`src/rtl/esm_reorder.sv`:
```
// Reorder window: accepts tag-addressed instructions out of order and releases them in tag order.
// Defining ESM_REORDER_STATS_EN adds the drained_count / stall_cycles statistics counters.
module esm_reorder #(
    parameter int unsigned Instr_word_size = 32,
    parameter int unsigned bs              = 16,
    localparam int unsigned TW             = $clog2(bs)
) (
    input  logic                       clk,
    input  logic                       rst_n,
    input  logic                       in_valid,
    output logic                       in_ready,
    input  logic [TW-1:0]              in_tag,
    input  logic [Instr_word_size-1:0] Instr_in,
    input  logic                       flush,
    output logic                       out_valid,
    input  logic                       out_ready,
    output logic [Instr_word_size-1:0] Instr_out,
    output logic [TW-1:0]              head_tag,
    output logic [TW:0]                occupancy,
    output logic [31:0]                drained_count,
    output logic [31:0]                stall_cycles
);

    localparam logic          ST_EMPTY = 1'b0;
    localparam logic          ST_FULL  = 1'b1;
    localparam logic [TW:0]   OCC_FULL = (TW+1)'(bs);

    logic [bs-1:0]              r_valid;
    logic [Instr_word_size-1:0] r_mem [bs];
    logic                       r_state;
    logic                       w_state_next;
    logic [TW-1:0]              r_head;
    logic [TW:0]                r_occ;
    logic [Instr_word_size-1:0] r_out;
    logic                       w_accept;
    logic                       w_load;

    // Slot is writable only while empty; flush blocks all writes.
    assign in_ready = !flush && !r_valid[in_tag] && (r_occ != OCC_FULL);
    assign w_accept = in_valid && in_ready;

    // Output register: load head entry when it is present and the register is free or draining.
    always_comb begin
        w_state_next = r_state;
        w_load       = 1'b0;
        if (flush) begin
            w_state_next = ST_EMPTY;
        end else if (r_state == ST_EMPTY) begin
            if (r_valid[r_head]) begin
                w_load       = 1'b1;
                w_state_next = ST_FULL;
            end
        end else if (out_ready) begin
            if (r_valid[r_head]) begin
                w_load = 1'b1;
            end else begin
                w_state_next = ST_EMPTY;
            end
        end
    end

    always_ff @(posedge clk or negedge rst_n) begin
        if (!rst_n) begin
            r_state <= ST_EMPTY;
            r_valid <= '0;
            r_head  <= '0;
            r_occ   <= '0;
            r_out   <= '0;
        end else begin
            r_state <= w_state_next;
            if (flush) begin
                r_valid <= '0;
                r_head  <= '0;
                r_occ   <= '0;
            end else begin
                if (w_accept) begin
                    r_valid[in_tag] <= 1'b1;
                end
                if (w_load) begin
                    r_valid[r_head] <= 1'b0;
                    r_out           <= r_mem[r_head];
                    r_head          <= r_head + TW'(1);
                end
                if (w_accept && !w_load) begin
                    r_occ <= r_occ + (TW+1)'(1);
                end else if (!w_accept && w_load) begin
                    r_occ <= r_occ - (TW+1)'(1);
                end
            end
        end
    end

    // Data storage carries no reset; the valid bits qualify it.
    always_ff @(posedge clk) begin
        if (w_accept) begin
            r_mem[in_tag] <= Instr_in;
        end
    end

    assign out_valid = (r_state == ST_FULL);
    assign Instr_out = r_out;
    assign head_tag  = r_head;
    assign occupancy = r_occ;

`ifdef ESM_REORDER_STATS_EN
    logic [31:0] r_drained;
    logic [31:0] r_stall;

    always_ff @(posedge clk or negedge rst_n) begin
        if (!rst_n) begin
            r_drained <= '0;
            r_stall   <= '0;
        end else if (flush) begin
            r_drained <= '0;
            r_stall   <= '0;
        end else if (r_state == ST_FULL) begin
            if (out_ready) begin
                r_drained <= r_drained + 32'd1;
            end else begin
                r_stall <= r_stall + 32'd1;
            end
        end
    end

    assign drained_count = r_drained;
    assign stall_cycles  = r_stall;
`else
    assign drained_count = '0;
    assign stall_cycles  = '0;
`endif

endmodule

```
`config.mk`:
```
export PLATFORM = sky130hd
export DESIGN_NAME = esm_reorder
export DESIGN_NICKNAME = d
export VERILOG_FILES = /design/src/rtl/esm_reorder.sv
export SDC_FILE = /design/constraint.sdc
export NUM_CORES = 1
export LEC_CHECK = 0
export ABC_CLOCK_PERIOD_IN_PS = 5500
export CELL_PAD_IN_SITES_DETAIL_PLACEMENT = 0
export CELL_PAD_IN_SITES_GLOBAL_PLACEMENT = 2
export CORE_ASPECT_RATIO = 2
export CORE_MARGIN = 1.5
export CORE_UTILIZATION = 30
export DETAILED_ROUTE_END_ITERATION = 10
export PLACE_DENSITY = 0.58
export REMOVE_ABC_BUFFERS = 1
export SYNTH_ARGS = -nofsm -noshare
export SYNTH_HDL_FRONTEND = slang
export SYNTH_SLANG_ARGS = --single-unit
```
`constraint.sdc`:
```
create_clock -name clk -period 5.5 [get_ports clk]
set_clock_uncertainty 0.15 [all_clocks]
set_input_delay 0.825 -clock clk [delete_from_list [all_inputs] [get_ports clk]]
set_output_delay 0.825 -clock clk [all_outputs]
set_load 0.1 [all_outputs]
```
==> results by group <==
Flow run
  • Max cap viols: 0

Yosys
  • Top cell type's share of synthesized area: 0.674
  • Async set-reset flop share out of synthesis: 0.102
  • Seq/Total Area, Yosys: 0.738
  • Synth Flop Type: edfxtp_1
  • Yosys cell types: 58
  • Mapped Area: 22,800 um2
  • Area leader, netlist: edfxtp_1
  • Synth Warn #: 0
  • Post-synth EDFFs: 512
  • Mean Syn Cell Area: 21.2 um2
  • #FFs+latches synth: 570
  • Cells after Synth: 1,074
  • Area contributors post-synth: edfxtp_1 67%, mux4_2 15%, dfrtp_1 6.4%

Worst setup path
  • Worst Setup EP: head_tag[2]
  • Crit. Startpoint: head_tag[2]
  • Worst EP required: 4530 ps
  • Critical R2R Capture: occupancy[4]
  • Internal reg-to-reg setup slack: 1720 ps
  • Register-to-Register Path Depth: 11
  • Crit. End Element: output port
  • Crit path kind: reg2out
  • Worst R2R Start: head_tag[1]
  • Startpoint Class: register
  • Crit-path max FO: 25
  • WP data arrival: 3180 ps

STA
  • Final setup margin: 1350 ps
  • Worst slew pin tran: 1220 ps
  • Highest clock rate: 0.241 GHz
  • RSZ-0062 raised after global routing: no
  • Min Tclk post-route: 4150 ps
  • Slew HR: 0.182
  • Final setup TNS: 0 ps
  • Hold violation count in the final report: 0
  • Slew Limit Fails: 0
  • Worst-case hold slack: 39.9 ps
  • Crit share post-route: 0.755
  • Setup violations, final: 0

Finish
  • Commonest non-fill, non-tap cells in the layout: 512 x edfxtp_1, 150 x mux4_2, 80 x clkdlybuf4s50_1
  • P&R area growth vs syn: 15.9%
  • Finished Core Util: 0.352
  • Ant diodes: 0
  • Nets: 1,242
  • Final std cells w/o fill: 2,241
  • Fraction of layout cells with a size suffix above 1: 0.268
  • Post-route cell area: 26,400 um2
  • Most common cell after layout, fill and taps aside: edfxtp_1

Clocking
  • Clk root buf: clkbuf_16
  • Num CTS Buffers: 50
  • Max H-tree Level: 2
  • # hold bufs at CTS: 0
  • Clock transition at path regs: 70 ps
  • CTS tree: done
  • Clock Sinks: 570
  • Clock buffer depth: 3
  • Clk_lat worst skew: 590 ps
  • Resized Gates After CTS: 0
  • Postcts setup bufs: 0

Power and ir drop
  • Net Sw Power: 3.62 mW
  • Peak supply drop: 249 uV
  • Gate power share: 0.242
  • PD cells: 437 nW/um2
  • Net Sw Frac: 0.314
  • Total power: 11.6 mW
  • Clk network pwr share: 0.320
  • Lkg Pwr: 8.41 nW
  • Reg power frac: 0.438
  • Internal power: 7.93 mW

Route
  • Final WL: 56,200 um
  • ANT nets after route: 0
  • Pre-antenna DRT Iters: 4
  • WL met1: 21,100 um
  • DR top layer: met5
  • Vias/cell: 4.73
  • Post-route DRC: 0
  • Met2 WL: 31,400 um
  • Vias post-DR: 10,600
  • DRT iter0 DRCs: 731
  • DR WL/cell: 25.1 um
  • DR WL met3: 1770 um

Placement
  • IO buf count: 83
  • GP Congestion: 0.771
  • Setup Slack @ Placement: 937 ps
  • Placed insts: 2,148
  • Hpwl dp: 33,200 um
  • Placed instance area: 24,700 um2

Die
  • Ports: 148
  • Row cnt: 142
  • Die Y-Extent: 393 um
  • Full die area: 77,800 um2
  • Core Box Area: 75,200 um2
  • Die width: 198 um
  • Starting Density: 0.303

Global routing
  • Largest net degree at the start of global routing: 58
  • Total track usage: 0.149
  • Initial antenna violation count: 2
  • Grt total ovfl: 0
  • Vias in the first global route: 11,800
  • First-pass GRT wire length: 82,400 um

Worst hold path
  • HP Class: in2async

Outcome
  • Status: finished clean
## synth_stat cells, types with 5 or more instances
cell and instances:
a211oi_1 5, a21o_1 7, a21oi_1 19, and2_1 14, and3_1 9, buf_2 15
buf_4 70, buf_6 6, clkbuf_1 17, dfrtp_1 58, edfxtp_1 512, ha_1 8
mux2_2 31, mux2i_1 20, mux4_2 150, nand2_1 15, nand3_1 5, nor2_1 12
o21a_1 16, o21ai_0 11, o221ai_1 5, o22ai_1 7
## routing by layer
layer	global-route usage	vias to the layer above
met2	0.284	256
met1	0.167	5696
met5	0	-
met3	0.0179	85
li1	-	4553
met4	0.0562	4
## cell type report
class	count	area [um2]
clock buffer	66	1410
clock inverter	27	320
fill	6946	48700
inverter	6	22.5
multi-input combinational	448	5440
sequential	570	16800
tap	1008	1260
timing repair buffer	116	1130
## logic make-up (layout without fill, tap and decap cells)
family / after synthesis / after routing / synth area share
fa+ha+maj: 9 / 9 / 0.00527
buf+inv: 119 / 215 / 0.0344
compound gates: 87 / 87 / 0.0272
other cells: 1 / 64 / 0.000164
xor+xnor: 6 / 6 / 0.00231
simple gates: 80 / 80 / 0.0199
flops: 570 / 570 / 0.738
mux: 202 / 202 / 0.173
## power groups by stage
| stage | logic [mW] | registers, mW | clock network (mW) |
|---|---|---|---|
| detailed placement | 2.86 | 5.16 | 0 |
| floorplan | 1.27 | 6.19 | 0 |
| global route | 2.95 | 5.09 | 3.94 |
| CTS | 2.86 | 5.07 | 3.81 |
| global placement | 2.85 | 5.16 | 0 |
| finish | 2.80 | 5.06 | 3.70 |
## sequential cells by signal (all words and copies together), names as in the netlist
name,cells
Instr_out,32
head_tag,4
occupancy,5
out_valid,1
r_mem,512
r_valid,16
## worst min path at each step
stage,cells past startpoint,endpoint,slack (ps),startpoint
floorplan,1,r_valid[3],320,r_valid[3]
global placement,1,Instr_out[7],310,Instr_out[7]
detailed placement,1,Instr_out[31],320,Instr_out[31]
CTS,1,Instr_out[2],40,rst_n
global route,1,Instr_out[2],70,rst_n
finish,1,Instr_out[2],40,rst_n
## critical path, cell delays in order, from the launching register on
cell,delay (ps)
dfrtp_2,760
buf_4,560
clkdlybuf4s50_1,1240
Note: power is estimated with default switching activity, not from simulation.
